$ cat config.mk
export PLATFORM = sky130hd
export DESIGN_NAME = lane_done_sync
export DESIGN_NICKNAME = d
export VERILOG_FILES = /design/src/rtl/lane_done_sync.sv
export SDC_FILE = /design/constraint.sdc
export NUM_CORES = 1
export LEC_CHECK = 0
export CAP_MARGIN = 20
export CORE_ASPECT_RATIO = 1.5
export CORE_UTILIZATION = 45
export CTS_BUF_LIST = sky130_fd_sc_hd__clkbuf_8
export DETAILED_ROUTE_END_ITERATION = 6
export GPL_TIMING_DRIVEN = 0
export PLACE_DENSITY = 0.7
export SLEW_MARGIN = 20
export SYNTH_ARGS = -nofsm -noshare
export SYNTH_HDL_FRONTEND = slang
export SYNTH_SLANG_ARGS = --single-unit
$ cat constraint.sdc
create_clock -name clk_i -period 5.6 [get_ports clk_i]
set_clock_uncertainty 0.1 [all_clocks]
set_input_delay 1.68 -clock clk_i [delete_from_list [all_inputs] [get_ports clk_i]]
set_output_delay 1.68 -clock clk_i [all_outputs]
set_load 0.1 [all_outputs]
$ cat src/rtl/lane_done_sync.sv
// rtl/lane_done_sync.sv - per-channel aggregation of in-order lane done pulses into one done per instruction
// Optional error flags under `LANE_DONE_SYNC_ERR_EN; lane l / channel c uses bit l*NrChan+c of the flat inputs.
module lane_done_sync #(
    parameter int NrLane = 4,
    parameter int NrChan = 4,
    parameter int IdW    = 3,
    parameter int Depth  = 4
) (
    input  logic                            clk_i,
    input  logic                            rst_i,
    input  logic [NrLane-1:0]               lane_mask_i,
    input  logic                            flush_i,
    input  logic [NrLane*NrChan-1:0]        lane_done_i,
    input  logic [NrLane*NrChan*IdW-1:0]    lane_id_i,
    output logic [NrChan-1:0]               done_o,
    output logic [NrChan*IdW-1:0]           done_id_o,
    output logic [NrChan-1:0]               ovf_err_o,
    output logic [NrChan-1:0]               id_err_o
);

    localparam int AW = $clog2(Depth);
    localparam int PW = AW + 1;

    logic [NrChan-1:0][Depth-1:0]              valid_q, valid_d;
    logic [NrChan-1:0][Depth-1:0][IdW-1:0]     id_q, id_d;
    logic [NrChan-1:0][Depth-1:0][NrLane-1:0]  mask_q, mask_d;
    logic [NrChan-1:0][PW-1:0]                 head_q, head_d;
    logic [NrChan-1:0][NrLane-1:0][PW-1:0]     wr_q, wr_d;
    logic [NrChan-1:0]                         retire;

`ifdef LANE_DONE_SYNC_ERR_EN
    logic [NrChan-1:0] ovf_err_q, ovf_err_d, ovf_set;
    logic [NrChan-1:0] id_err_q, id_err_d, id_mis;
`endif

    always_comb begin
        logic [AW-1:0]  hidx;
        logic [AW-1:0]  widx;
        logic [IdW-1:0] lid;
        int             k;
        valid_d = valid_q;
        id_d    = id_q;
        mask_d  = mask_q;
        head_d  = head_q;
        wr_d    = wr_q;
        retire  = '0;
        hidx    = '0;
        widx    = '0;
        lid     = '0;
        k       = 0;
`ifdef LANE_DONE_SYNC_ERR_EN
        ovf_set = '0;
        id_mis  = '0;
`endif
        for (int c = 0; c < NrChan; c++) begin
            hidx      = head_q[c][AW-1:0];
            retire[c] = valid_q[c][hidx] && (mask_q[c][hidx] == lane_mask_i);
            // Retire is applied first so an arrival into the freed slot lands on a clean entry
            if (retire[c]) begin
                valid_d[c][hidx] = 1'b0;
                id_d[c][hidx]    = '0;
                mask_d[c][hidx]  = '0;
                head_d[c]        = head_q[c] + PW'(1);
            end
            for (int l = 0; l < NrLane; l++) begin
                k   = l * NrChan + c;
                lid = lane_id_i[k*IdW +: IdW];
                if (!lane_mask_i[l]) begin
                    // Inactive lanes shadow the head so re-enabling them lines up with the next entry
                    wr_d[c][l] = head_d[c];
                end else if (lane_done_i[k]) begin
                    if ((wr_q[c][l] - head_q[c]) == PW'(Depth) && !retire[c]) begin
`ifdef LANE_DONE_SYNC_ERR_EN
                        ovf_set[c] = 1'b1;
`endif
                    end else begin
                        widx = wr_q[c][l][AW-1:0];
                        mask_d[c][widx][l] = 1'b1;
                        if (!valid_d[c][widx]) begin
                            valid_d[c][widx] = 1'b1;
                            id_d[c][widx]    = lid;
`ifdef LANE_DONE_SYNC_ERR_EN
                        end else if (id_d[c][widx] != lid) begin
                            id_mis[c] = 1'b1;
`endif
                        end
                        wr_d[c][l] = wr_q[c][l] + PW'(1);
                    end
                end
            end
        end
        if (flush_i) begin
            valid_d = '0;
            id_d    = '0;
            mask_d  = '0;
            head_d  = '0;
            wr_d    = '0;
`ifdef LANE_DONE_SYNC_ERR_EN
            ovf_set = '0;
            id_mis  = '0;
`endif
        end
`ifdef LANE_DONE_SYNC_ERR_EN
        ovf_err_d = ovf_err_q | ovf_set;
        id_err_d  = id_err_q | id_mis;
`endif
    end

    always_ff @(posedge clk_i) begin
        if (rst_i) begin
            valid_q <= '0;
            id_q    <= '0;
            mask_q  <= '0;
            head_q  <= '0;
            wr_q    <= '0;
        end else begin
            valid_q <= valid_d;
            id_q    <= id_d;
            mask_q  <= mask_d;
            head_q  <= head_d;
            wr_q    <= wr_d;
        end
    end

`ifdef LANE_DONE_SYNC_ERR_EN
    always_ff @(posedge clk_i) begin
        if (rst_i) begin
            ovf_err_q <= '0;
            id_err_q  <= '0;
        end else begin
            ovf_err_q <= ovf_err_d;
            id_err_q  <= id_err_d;
        end
    end
    assign ovf_err_o = ovf_err_q;
    assign id_err_o  = id_err_q;
`else
    assign ovf_err_o = '0;
    assign id_err_o  = '0;
`endif

    always_comb begin
        done_o    = retire;
        done_id_o = '0;
        for (int c = 0; c < NrChan; c++) begin
            if (retire[c]) begin
                done_id_o[c*IdW +: IdW] = id_q[c][head_q[c][AW-1:0]];
            end
        end
    end

endmodule

Word-level counts from Yosys, hierarchy flattened
Index checks and enable logic that the tools add are counted.
{ "op_classes": {"bitwise_logic": 56, "reduce_logical": 61, "eq_ne": 52, "n_mux": 436, "add_sub_neg": 36, "n_lt_le_gt_ge": 40} }
{ "ops": {"columns": ["op", "count"], "rows": [
  ["16-bit two-way mux", 52],
  ["12-bit two-way mux", 68],
  ["4-bit two-way mux", 80],
  ["16-bit OR", 16],
  ["3-bit two-way mux", 84],
  ["12-bit bitwise mux", 16],
  ["4-bit demux with 2-bit select", 20],
  ["3-bit demux with 2-bit select", 20],
  ["16-bit AND", 4],
  ["16-bit inverter", 4],
  ["4-bit OR", 16],
  ["3-bit by 1-bit adder with 3-bit output, second input constant", 20],
  ["2-bit by 3-bit less-than comparator with 1-bit output, second input constant", 20],
  ["12-bit AND", 4],
  ["3-bit equality test, second input constant", 16],
  ["12-bit inverter", 4],
  ["3-bit subtractor", 16],
  ["1-bit two-way mux", 44],
  ["1-bit binary-select mux with 2-bit select", 20],
  ["1-bit demux with 2-bit select", 20],
  ["2-bit by 1-bit greater-or-equal comparator with 1-bit output, second input constant", 20],
  ["1-bit logical AND", 40],
  ["4-bit binary-select mux with 2-bit select", 4],
  ["2-bit by 1-bit != test with 1-bit output, second input constant", 16],
  ["9 further kinds", 57]
]} }
{ "totals": {"in_bits": 71, "regBits": 188, "wordCells": 737, "out_inout_bits": 24} }

Longest topological paths before layout
{ "logic_depth": {"word_depth": 31, "depth_mapped": 19, "ltp_nobuf": 16} }

Worst setup path before layout
OpenSTA, ideal clock, no wires.
{ "synth_timing": {"path_kind": "input -> output", "startpoint": "input port lane_mask_i[0]", "endpoint": "output port done_id_o[3]", "required_time_ps": 3820, "slack_ps": -1044, "path_stages": 7, "arrival_ps": 4864, "n_path_buf": 2, "path_cell_list": "buf_2 nand2b_1 mux2_2 o221a_2 nor4_2 clkbuf_1 and2_1"} }
{ "synth_between": {"elab_chain_cells": 3} }
{ "synth_rtl": {"columns": ["element", "line_no", "text"], "rows": [
  ["start, declared", "11", "input logic [NrLane-1:0] lane_mask_i,"],
  ["4-bit equality test", "57", "retire[c] = valid_q[c][hidx] && (mask_q[c][hidx] == lane_mask_i);"],
  ["1-bit logical AND", "57", null],
  ["named net done_o[1]", "15", "output logic [NrChan-1:0] done_o,"],
  ["3-bit two-way mux", "146", "if (retire[c]) begin"],
  ["end, declared", "16", "output logic [NrChan*IdW-1:0] done_id_o,"]
]} }
The timed path passes the listed nets, and every way through them passes these cells.

Worst setup path in the final report
{ "layout_timing": {"startpoint": "input port lane_mask_i[2]", "endpoint": "register id_q[11] (netlist name)"} }
{ "layout_between": {"elab_chain_cells": 27, "word_cells_on_any_way": 52, "cone_classes": "eq/ne: 1; mux: 42; bitwise: 3; reduce/logical: 6"} }
{ "layout_rtl": {"columns": ["element", "line_no", "text"], "rows": [
  ["4-bit equality test", "57", null],
  ["1-bit logical AND", "57", null],
  ["4-bit two-way mux", "59", "if (retire[c]) begin"],
  ["1-bit binary-select mux with 2-bit select", "79", "if (!valid_d[c][widx]) begin"],
  ["1-bit two-way mux (not written as such)", "79", null],
  ["4-bit two-way mux", "79", null],
  ["4-bit two-way mux", "72", "if ((wr_q[c][l] - head_q[c]) == PW'(Depth) && !retire[c]) begin"],
  ["4-bit two-way mux", "71", "end else if (lane_done_i[k]) begin"],
  ["[11 not listed]", null, null],
  ["4-bit two-way mux", "71", null],
  ["4-bit two-way mux", "68", "if (!lane_mask_i[l]) begin"],
  ["1-bit binary-select mux with 2-bit select", "79", null],
  ["1-bit two-way mux (not written as such)", "79", null],
  ["12-bit two-way mux", "79", null],
  ["12-bit two-way mux", "72", null],
  ["12-bit two-way mux", "71", null],
  ["12-bit two-way mux *", "68", null],
  ["end signal, assigned", "118", "id_q <= id_d;"],
  ["end, declared", "25", "logic [NrChan-1:0][Depth-1:0][IdW-1:0] id_q, id_d;"]
]} }
Mark *: on every way between the ends. The rest lies on a longest branch, timed or not. The select of a mux whose other input is x is not followed.
A chain may end at the register's enable or synchronous reset.

==> flow_summary_export.csv <==
group,metric,value,unit
floorplanning,die_w,146,um
setup_path,path_class,"in2reg",
power,cellPowerDensity,183,mW/mm2
synth,syn_area,0.0140,mm2
synth,avgSynthCellArea,8.56,um2
sta,setup_viol,0,
grt,grt_max_degree,17,
setup_path,required,5910,ps
power,power.leakage,5.98,nW
placement,port_buffers,83,
drt,vias,13100,
sta,worst_slack,54.8,ps
cts,cts-root-buf,"clkbuf_8",
drt,routed_wl,46.7,mm
drt,vias_per_cell,6.02,
placement,dp_hpwl,34.7,mm
floorplanning,die_area,0.0319,mm2
status,outcome,"completed",
sta,slew_violations,0,
drt,routedWlPerCell,21.4,um
run,cap_viol_max_count,0,
synth,ys_seq_elements,188,
cts,cts_tree,"yes",
layout,area_delta_synth_final,16.5,%
synth,async_flop_share,0,%
cts,htreeDepth,4,
cts,cts_sinks,188,
floorplanning,pin_count,95,
sta,slew_headroom,24.3,%
placement,pre_cts_slack,-1950,ps
sta,max_freq,180,MHz
setup_path,crit_chain,"clkdlybuf4s15_2 -> buf_4 -> xnor2_4 -> nand2_1 -> inv_4 -> nand2_2 -> a2111oi_4 -> nor4_4 -> o211ai_1 -> a211oi_1 -> nor3_1 -> mux4_2 -> nand3_1 -> mux2i_1",
cts,clk_path_buf_depth,2,
layout,final_net_count,1952,
synth,synth_ff_type,"dfxtp_1",
grt,grt_overflow,0,
sta,fin_crit_sh,99.0,%
setup_path,setup.worst_path.start_class,"primary input",
sta,worst_pin_slew,1130,ps
setup_path,critical_path_arrival,5860,ps
drt,drtAntennaViolNets,0,
drt,dr.pass1.iters,6,
setup_path,end_kind,"flip-flop",
grt,first_global_vias,13200,
setup_path,slowest_delay,480,ps
sta,rsz0062_at_grt,"true",
grt,antenna_found_initial,1,
layout,drive_gt1_share,13.5,%
drt,drc,0,
floorplanning,start_util,46.0,%
placement,gp_congestion,0.940,
grt,grt_usage,29.4,%
cts,numCtsBuffers,17,
setup_path,critPathSlowestCell,"clkdlybuf4s15_2",
sta,period_needed,5550,ps
sta,holdWs,359,ps
power,vdd_drop_max,0.142,mV
synth,synth_seq_area_share,26.9,%
floorplanning,fp.dieH,218,um
floorplanning,rows,78,
setup_path,path_max_fanout,10,
cts,clkLatencyLatePin,530,ps
cts,clk_pin_slew_worst_paths,100,ps
floorplanning,coreArea,0.0304,mm2
worst_hold_path,hold_path_class,"reg2reg",
grt,grt_pass1_wl,72.3,mm
sta,hold_viol_final,0,
synth,synth-edff-count,0,
synth,synth_cell_types,86,
synth,syn-instance-count,1637,
synth,ys_warn_count,0,
drt,drt_iter0_drc,935,
-- where the power goes --
| group | leakage [nW] | switching (mW) | internal, mW | total [mW] |
|---|---|---|---|---|
| clock network | 0.204 | 0.552 | 0.422 | 0.975 |
| logic | 4.25 | 0.381 | 0.233 | 0.613 |
| registers | 1.52 | 0.0330 | 1.37 | 1.40 |
| total | 5.98 | 0.966 | 2.02 | 2.99 |
-- state kept, by name, indices dropped and copies added (netlist names) --
register  cells
head_q       12
id_q         48
mask_q       64
valid_q      16
wr_q         48
-- final cells by class --
class | count | area (um2)
Inverter | 60 | 228
Fill cell | 2880 | 14100
Timing Repair Buffer | 106 | 996
Multi-Input combinational cell | 1310 | 9950
Buffer | 86 | 475
Sequential cell | 188 | 3760
Clock buffer | 19 | 262
Clock inverter | 13 | 141
Tap cell | 400 | 500
Antenna cell | 1 | 2.50
-- logic make-up after synthesis --
group                    after synthesis  share of synthesized area, %
AND/OR/NAND/NOR                      561                          19.0
AO/OA/AOI/OAI                        420                          22.9
flip-flops                           188                          26.9
buffers and inverters                146                          4.88
multiplexers                         119                          10.5
adder cells (fa/ha/maj)              112                          10.0
XOR/XNOR                              90                          5.87
other                                  1                        0.0268
-- worst max-delay path, delay by kind of cell --
kind            cells  cell delay (ps)
simple gates        5             1250
compound gates      3             1090
xor+xnor            1              200
mux                 2              610
buf+inv             3             1010
-- cell usage in the layout (no fill, tap or decap), drive strengths merged, types with 11 or more instances in the layout --
cell             n
nand2          238
dfxtp          188
nor2           143
ha             112
a21oi           92
mux2i           90
buf             72
xnor2           71
o211ai          69
clkdlybuf4s50   66
inv             64
clkbuf          64
nand3           61
o21ai           57
a211oi          41
a22oi           35
and2            34
mux4            21
nor2b           21
xor2            19
and3            19
o21a            18
o31ai           13
o2111ai         12
o22ai           11
-- per-layer routing --
| layer | global-route usage (%) | vias to the layer above | share of wire (%) |
|---|---|---|---|
| met3 | 4.13 | 183 | 5.2 |
| met2 | 53.3 | 532 | 51 |
| met1 | 31.2 | 6266 | 38 |
| li1 | - | 6167 | - |
| met4 | 21.4 | 0 | 6.6 |
| met5 | 0 | - | 0 |
-- cell usage after synthesis, types with 21 or more instances --
cell,count,share of area (%)
a21oi_1,92,3.3
and2_1,34,1.5
a211oi_1,41,2.2
dfxtp_1,188,27
nor2b_1,21,0.94
nand3_1,54,1.9
nor2_1,138,3.7
nand2_1,238,6.4
xnor2_1,68,4.2
mux4_2,21,3.4
o21ai_0,54,1.9
inv_1,57,1.5
ha_1,112,10
o211ai_1,66,3.5
a22oi_1,34,1.8
clkbuf_1,46,1.2
mux2i_1,89,6.4
-- final timing paths --
kind	startpoint	endpoint	slack (ps)	depth (start not counted)
max reg2reg	head_q[9]$_SDFF_PP0_	valid_q[14]$_SDFF_PP0_	320	17
min	mask_q[39]$_SDFF_PP0_	mask_q[39]$_SDFF_PP0_	360	2
min reg2reg	mask_q[39]$_SDFF_PP0_	mask_q[39]$_SDFF_PP0_	360	2
max	lane_mask_i[2]	id_q[11]$_SDFF_PP0_	50	14
-- per-stage QoR --
step                      total power, mW  instance area (um2)  std cells  utilization [%]  TNS [ps]
after global placement               1.99                15400       2127             50.5    -98660
after global routing                 3.09                16300       2183             53.6      -240
after detailed placement             2.00                15400       2127             50.5   -100970
after CTS                            2.97                16200       2173             53.1         0
final                                2.99                16300       2183             53.6         0
after floorplan                      1.81                14100       1644                -      -519
-- timing repair --
action,4_1_cts,5_1_grt
hold buffers,0,0
endpoints found under the setup margin,80,54
pin swaps,9,12
gates resized for setup,112,19
setup buffers,14,9
Power figures use the tool's default switching activity.
